[src/rtl/ins_prefetch_queue.sv]
`default_nettype none
// ============================================================================
// Module   : ins_prefetch_queue
// Purpose  : Instruction prefetch unit for the mcu51 CPU. Fetches code bytes
//            over the shared address/data bus, holds them in a DEPTH-entry
//            circular FIFO, and hands them to the decoder through a
//            valid/ready handshake. Each byte is tagged with its PC. A flush
//            discards buffered and in-flight bytes and restarts fetching at
//            flush_addr.
// Ports    : clk, reset (async, active-low)
//            addr_bus/read_en/PSEN/data_bus - code memory bus
//            flush/flush_addr               - restart request
//            ins_valid/ins_data/ins_pc/ins_ready - decoder handshake
//            level                          - occupied entries
// Revision : 1.0 - initial release
// ============================================================================
module ins_prefetch_queue #(
  parameter int                ADDR_W      = 16,
  parameter int                DATA_W      = 8,
  parameter int                DEPTH       = 4,
  parameter int                WAIT_CYCLES = 1,
  parameter logic [ADDR_W-1:0] RESET_PC    = '0
) (
  input  logic                       clk,
  input  logic                       reset,
  output logic [ADDR_W-1:0]          addr_bus,
  output logic                       read_en,
  output logic                       PSEN,
  input  logic [DATA_W-1:0]          data_bus,
  input  logic                       flush,
  input  logic [ADDR_W-1:0]          flush_addr,
  output logic                       ins_valid,
  output logic [DATA_W-1:0]          ins_data,
  output logic [ADDR_W-1:0]          ins_pc,
  input  logic                       ins_ready,
  output logic [$clog2(DEPTH+1)-1:0] level
);

  localparam int                 c_LVL_W   = $clog2(DEPTH+1);
  localparam int                 c_PTR_W   = $clog2(DEPTH);
  localparam logic [c_LVL_W-1:0] c_DEPTH_L = c_LVL_W'(DEPTH);
  localparam logic [3:0]         c_WAIT    = 4'(WAIT_CYCLES);

  typedef enum logic [0:0] {
    ST_IDLE = 1'b0,
    ST_REQ  = 1'b1
  } state_t;

  state_t               r_state;
  state_t               w_state_nxt;
  logic [3:0]           r_wcnt;
  logic [3:0]           w_wcnt_nxt;

  logic [ADDR_W-1:0]    r_fetch_pc;
  logic [c_LVL_W-1:0]   r_level;
  logic [c_LVL_W-1:0]   w_level_nxt;
  logic [c_PTR_W-1:0]   r_head;
  logic [c_PTR_W-1:0]   r_tail;
  logic [DATA_W-1:0]    r_data_mem [DEPTH];
  logic [ADDR_W-1:0]    r_pc_mem   [DEPTH];

  logic                 w_push;
  logic                 w_pop;
  logic                 w_valid;

  assign w_valid = (r_level != '0);
  // The bus byte is captured on the last cycle of a fetch. Only one fetch is
  // ever outstanding and fetching stops when the queue fills, so a push never
  // lands on a full queue.
  assign w_push  = (r_state == ST_REQ) && (r_wcnt == c_WAIT);
  assign w_pop   = w_valid && ins_ready;

  always_comb begin
    w_level_nxt = r_level + c_LVL_W'(w_push) - c_LVL_W'(w_pop);
  end

  // --------------------------------------------------------------------------
  // Fetch FSM
  // --------------------------------------------------------------------------
  always_ff @(posedge clk or negedge reset) begin
    if (!reset) begin
      r_state <= ST_IDLE;
      r_wcnt  <= 4'd0;
    end else begin
      r_state <= w_state_nxt;
      r_wcnt  <= w_wcnt_nxt;
    end
  end

  always_comb begin
    w_state_nxt = r_state;
    w_wcnt_nxt  = r_wcnt;
    if (flush) begin
      w_state_nxt = ST_REQ;
      w_wcnt_nxt  = 4'd0;
    end else begin
      case (r_state)
        ST_IDLE: begin
          // Decided on the current level: a pop while full restarts the
          // fetch one edge later.
          if (r_level < c_DEPTH_L) begin
            w_state_nxt = ST_REQ;
            w_wcnt_nxt  = 4'd0;
          end
        end
        ST_REQ: begin
          if (w_push) begin
            w_wcnt_nxt  = 4'd0;
            w_state_nxt = (w_level_nxt < c_DEPTH_L) ? ST_REQ : ST_IDLE;
          end else begin
            w_wcnt_nxt  = r_wcnt + 4'd1;
          end
        end
        default: begin
          w_state_nxt = ST_IDLE;
          w_wcnt_nxt  = 4'd0;
        end
      endcase
    end
  end

  // --------------------------------------------------------------------------
  // Queue storage and fetch address
  // --------------------------------------------------------------------------
  always_ff @(posedge clk or negedge reset) begin
    if (!reset) begin
      r_fetch_pc <= RESET_PC;
      r_level    <= '0;
      r_head     <= '0;
      r_tail     <= '0;
      for (int i = 0; i < DEPTH; i++) begin
        r_data_mem[i] <= '0;
        r_pc_mem[i]   <= RESET_PC;
      end
    end else if (flush) begin
      // The in-flight byte is simply not captured.
      r_fetch_pc <= flush_addr;
      r_level    <= '0;
      r_head     <= '0;
      r_tail     <= '0;
    end else begin
      if (w_push) begin
        r_data_mem[r_tail] <= data_bus;
        r_pc_mem[r_tail]   <= r_fetch_pc;
        r_tail             <= r_tail + c_PTR_W'(1);
        r_fetch_pc         <= r_fetch_pc + ADDR_W'(1);
      end
      if (w_pop) begin
        r_head <= r_head + c_PTR_W'(1);
      end
      r_level <= w_level_nxt;
    end
  end

  assign read_en   = (r_state == ST_REQ);
  assign PSEN      = ~read_en;
  assign addr_bus  = r_fetch_pc;
  assign ins_valid = w_valid;
  assign ins_data  = r_data_mem[r_head];
  assign ins_pc    = r_pc_mem[r_head];
  assign level     = r_level;

endmodule
`default_nettype wire

[config.mk]
export PLATFORM = sky130hd
export DESIGN_NAME = ins_prefetch_queue
export DESIGN_NICKNAME = d
export VERILOG_FILES = /design/src/rtl/ins_prefetch_queue.sv
export SDC_FILE = /design/constraint.sdc
export NUM_CORES = 1
export LEC_CHECK = 0
export BUFFER_PORTS_ARGS = -buffer_cell sky130_fd_sc_hd__buf_2
export CAP_MARGIN = 20
export CORE_MARGIN = 2
export CORE_UTILIZATION = 45
export DETAILED_ROUTE_END_ITERATION = 10
export PLACE_DENSITY_LB_ADDON = 0.2
export SKIP_LAST_GASP = 1
export SLEW_MARGIN = 20
export SYNTH_ARGS = -nofsm -noshare
export SYNTH_HDL_FRONTEND = slang
export SYNTH_SLANG_ARGS = --single-unit
[constraint.sdc]
create_clock -name clk -period 6.92 [get_ports clk]
set_input_delay 0.346 -clock clk [delete_from_list [all_inputs] [get_ports clk]]
set_output_delay 0.346 -clock clk [all_outputs]
set_load 0.05 [all_outputs]
After elaboration in Yosys (flattened, before gate mapping)
Cells that the tools add are included.

storage, ports and cells
  input port bits = 28
  bits in registers = 124
  output and inout port bits = 46
  word-level logic and storage cells = 66

operators by class
  mux-type cells = 28
  order comparisons = 5
  bitwise logic cells = 4
  eq/ne operators = 2
  reduce and logical (&&, ||, !) cells = 7
  $add $sub $neg = 6

operators by type and width
  cell                   number
  $mux 16                5
  $bwmux 64              1
  $bmux 16 s2            1
  $bwmux 32              1
  $demux 16 s2           1
  $mux 8                 3
  $add 16x1->16 const B  1
  $bmux 8 s2             1
  $demux 8 s2            1
  $mux 4                 3
  $mux 2                 4
  $pmux 4 s2             1
  $ge 3x3->1 const B     2
  $lt 3x3->1 const B     2
  $not 2->3              2
  $add 2x1->2 const B    2
  $add 4x1->4 const B    1
  $eq 4x1->1 const B     1
  $mux 1                 4
  $reduce_bool 2->1      2
  $add 3x1->3            1
  $logic_and 1x1->1      3
  $lt 3x1->1 const B     1
  $mux 3                 1
  6 further kinds        7

Longest topological paths before layout
  depth after elaboration = 9
  mapped depth = 13
  mapped depth without buffers = 12

Worst setup path after synthesis
No wires, ideal clock.

  kind = reg2reg
  from = register r_state, in the netlist read_en
  to = register r_state, in the netlist read_en
  path buffers = 1
  required time = 6797 ps
  slack = 4366 ps
  data arrival time = 2431 ps
  cell stages (with the launch flop) = 12
  period minus slack after synthesis = 2554 ps
  setup time = 123 ps
  cells stage by stage = dfrtp_1 and4bb_2 buf_4 clkinv_1 ha_1 inv_1 ha_1 inv_1 fa_1 xnor2_1 nor2_1 a21oi_1

between the ends
  longest elaborated chain between the ends = 8
  elaborated cells between the ends (all ways) = 9
  those cells by class = add/sub: 2; order compare: 1; mux: 4; bitwise: 1; reduce/logical: 1

RTL lines
  item                    line  text
  from (decl)             49    state_t r_state;
  from (signal assigned)  85    r_state <= w_state_nxt;
  $logic_and 1x1->1       70    assign w_push = (r_state == ST_REQ) && (r_wcnt == c_WAIT);
  $add 3x1->3             74    w_level_nxt = r_level + c_LVL_W'(w_push) - c_LVL_W'(w_pop);
  $sub 3x1->3             74
  $lt 3x3->1              109   w_state_nxt = (w_level_nxt < c_DEPTH_L) ? ST_REQ : ST_IDLE;
  $mux 1                  109
  $mux 1                  107   if (w_push) begin
  $pmux 1 s2 (*)          97    case (r_state)
  $mux 1 (*)              93    if (flush) begin
  via w_state_nxt         50    state_t w_state_nxt;

The timed path passes the listed nets; every way through them passes the cells marked *.
A chain may end at the register's enable or synchronous reset.

Worst setup path in the final report
  from = register r_wcnt[1]
  to = register r_state, in the netlist read_en

between the ends
  longest elaborated chain between the ends = 9

RTL lines
  item                    line  text
  from (decl)             51    logic [3:0] r_wcnt;
  from (signal assigned)  86    r_wcnt <= w_wcnt_nxt;
  $eq 4x1->1 (*)          70
  $logic_and 1x1->1 (*)   70
  $add 3x1->3             74
  $sub 3x1->3             74
  $lt 3x3->1              109
  $mux 1                  109
  $mux 1 (*)              107
  $pmux 1 s2 (*)          97
  $mux 1 (*)              93
  via w_state_nxt         50

Marks and branches as above.

==> impl_metrics.tcl <==
set metrics [dict create \
    ys_async_sr_fraction_pct 100 \
    setup-tns-final_ns 0 \
    clk_pin_slew_ns 0.05 \
    hp-class "input port to flip-flop" \
    post_cts_buffers 0 \
    worstSkewPairLatency_ns 0.41 \
    antenna_found_initial 0 \
    die_x_um 120 \
    wl_per_cell_um 19.3 \
    arrival_ns 3.11 \
    fin_crit_sh_pct 40.2 \
    final_util_pct 54.2 \
    ys_warn_count 0 \
    grt.overflow.total 0 \
    slew_violations 0 \
    core_area_mm2 0.0132 \
    hold_viol 0 \
    cts.sink_count 124 \
    worstMarginPinSlew_ns 0.955 \
    final_cell_mix "dfrtp_1, mux2_4, buf_2" \
    worst_setup_path_start_kind "flip-flop" \
    dieArea_mm2 0.0145 \
    synth_edf_count 0 \
    dr.pass1.iters 4 \
    gp_congestion 0.835 \
    syn_inst 406 \
    maxSlewHeadroom_pct 36.3 \
    synth_compound_area_share_pct 3.43 \
    routed_wl_um 12700 \
    r2r-end "read_en" \
    yosysSeqAreaShare_pct 50.9 \
    ant_nets 0 \
    cts_tree "built" \
    synthMuxAreaShare_pct 31.9 \
    h-tree-depth 4 \
    grt_usage_pct 18.9 \
    power.leakage_uw 0.00361 \
    cts_buffers 17 \
    drc 0 \
    drt_first_iter_violations 208 \
    yosys.area_share.simple_pct 6.44 \
    first_global_vias 3815 \
    maxCapViolations 0 \
    min_period_ns 2.78 \
    synth_ff_type "dfrtp_1" \
    ys_ff_latch 124 \
    synth_xor_area_share_pct 1.87 \
    die_y_um 120 \
    rsz0062_at_grt "no" \
    fin_nets 512 \
    synth_top_family_by_area "multiplexers" \
    whs_path_depth 3 \
    vias 3591 \
    cts_resized 0 \
    status "finished clean" \
    grt_pass1_wl_um 20700 \
    criticalPathCategory "flip-flop to flip-flop" \
    cp-end-kind "flip-flop" \
    rr_worst_depth 12 \
    r2r_start "r_wcnt[1]" \
    avgSynthCellArea_um2 15.0 \
    power_density_mw_per_mm2 487 \
    regToRegSetupSlack_ns 4.14 \
    post-dp-hpwl_um 7920 \
    yosysUniqueCellTypes 41 \
    cp-startpoint "r_wcnt[1]" \
    drive_above_1_share_pct 48.2 \
    worstSetupEndpoint "read_en" \
    ir_worst_vdd_uv 227 \
    cp_max_fo 9 \
    fin_skew_ns 0.00689 \
    port-buffer-count 73 \
    rows 42 \
    n_antenna_cell 0 \
    syn2layout_area_growth_pct 17.7 \
    grt_max_degree 85 \
    synthAdderAreaFrac_pct 2.17 \
    start_util_pct 46.1 \
    netlist_area_mm2 0.00610 \
    setup_viol 0 \
    synth_nets 444 \
    clk_path_buf_depth 2 \
    final_common_cell "dfrtp_1" \
    clock-root-buffer "clkbuf_16" \
    fmax_mhz 359 \
    cp.required_ns 7.25 \
    ios 74 \
    via_per_inst 5.43 \
]
## cell type report
type                       instances  area, um2
clock inverter                     7        135
fill                            1148       6060
multi-input combinational        246       2790
clock buffer                      23        498
inverter                           9       33.8
tap                              176        220
timing repair buffer              76        397
sequential                       124       3100
## synthesized netlist by cell type, types with 2 or more instances
cell / number / area [um2]
mux2_2: 17 / 191
buf_2: 5 / 25.0
mux2_4: 80 / 1200
ha_1: 9 / 113
a221o_1: 4 / 40.0
o311ai_0: 3 / 26.3
xor2_1: 5 / 43.8
nand3_1: 6 / 30.0
nor2b_1: 2 / 12.5
or3_1: 2 / 12.5
clkbuf_1: 11 / 41.3
nand2_1: 23 / 86.3
mux4_2: 24 / 541
nand2_4: 4 / 45.0
nor3_1: 3 / 15.0
nand4_1: 5 / 31.3
buf_6: 8 / 90.1
a21o_1: 3 / 22.5
nor4_1: 5 / 31.3
dfrtp_1: 124 / 3100
xnor2_1: 8 / 70.1
nor2_1: 9 / 33.8
o21ai_0: 16 / 80.1
inv_1: 8 / 30.0
nor3b_1: 4 / 30.0
buf_1: 2 / 7.51
and3_1: 2 / 12.5
## how the worst min path moves through the flow
stage	from	to	slack, ns
4_1_cts	flush_addr[0]	addr_bus[0]	0.14
3_5_place_dp	reset	r_data_mem[14]	0.36
6_report	flush_addr[0]	addr_bus[0]	0.15
2_1_floorplan	reset	addr_bus[0]	0.05
5_1_grt	flush_addr[0]	addr_bus[0]	0.15
3_3_place_gp	reset	r_data_mem[14]	0.35
## kinds of logic (layout without fill, tap and decap cells)
logic type	count (synthesis)	in the layout
muxes	122	122
xor gates and xnor gates	13	13
and+or+nand+nor	70	70
AOI/OAI and AO/OA	31	31
buffers and inverters	36	115
DFF	124	124
adders and majority gates	10	10
## per-stage QoR
| step | power, uW | area [um2] | std cells | hold WS, ns | setup slack [ns] |
|---|---|---|---|---|---|
| 2_1_floorplan | 2280 | 6100 | 406 | 0.0504 | 4.37 |
| 6_report | 3500 | 7180 | 661 | 0.155 | 4.14 |
| 3_5_place_dp | 2560 | 6530 | 630 | 0.362 | 4.17 |
| 4_1_cts | 3530 | 7180 | 661 | 0.136 | 4.14 |
| 5_1_grt | 3660 | 7180 | 661 | 0.148 | 3.96 |
| 3_3_place_gp | 2530 | 6530 | 630 | 0.349 | 4.33 |
## state kept, by name, summed over array words and instances, names as in the netlist
signal / flops
read_en: 1
r_wcnt: 4
addr_bus: 16
r_tail: 2
r_head: 2
r_data_mem: 32
level: 3
r_pc_mem: 64
## power breakdown
group	switching (uW)	internal [uW]	leakage (uW)	total (uW)
clock network	304	645	0.000315	949
registers	216	961	0.00162	1180
logic	770	601	0.00167	1370
total	1290	2210	0.00361	3500
## layer usage
layer / track usage (%) / share of wire, % / up-vias
met5: 0 / 0 / -
met1: 26.2 / 47 / 1891
met4: 5.81 / 1.3 / 0
met2: 29.2 / 49 / 72
li1: - / - / 1614
met3: 4.95 / 3.0 / 14
## worst max-delay path, cell delays in order (launching register included)
cell	delay [ns]
dfrtp_1	0.39
inv_1	0.08
ha_1	0.16
and4bb_2	0.38
clkinv_1	0.27
ha_1	0.35
inv_1	0.06
ha_1	0.13
inv_1	0.05
fa_1	0.38
xnor2_1	0.19
nor2_1	0.08
a21oi_1	0.18
## what timing repair did
action,CTS,global route
hold buffers,1,0
setup endpoints to repair,0,0
hold endpoints to repair,40,0
Note: power is estimated with default switching activity, not from simulation.
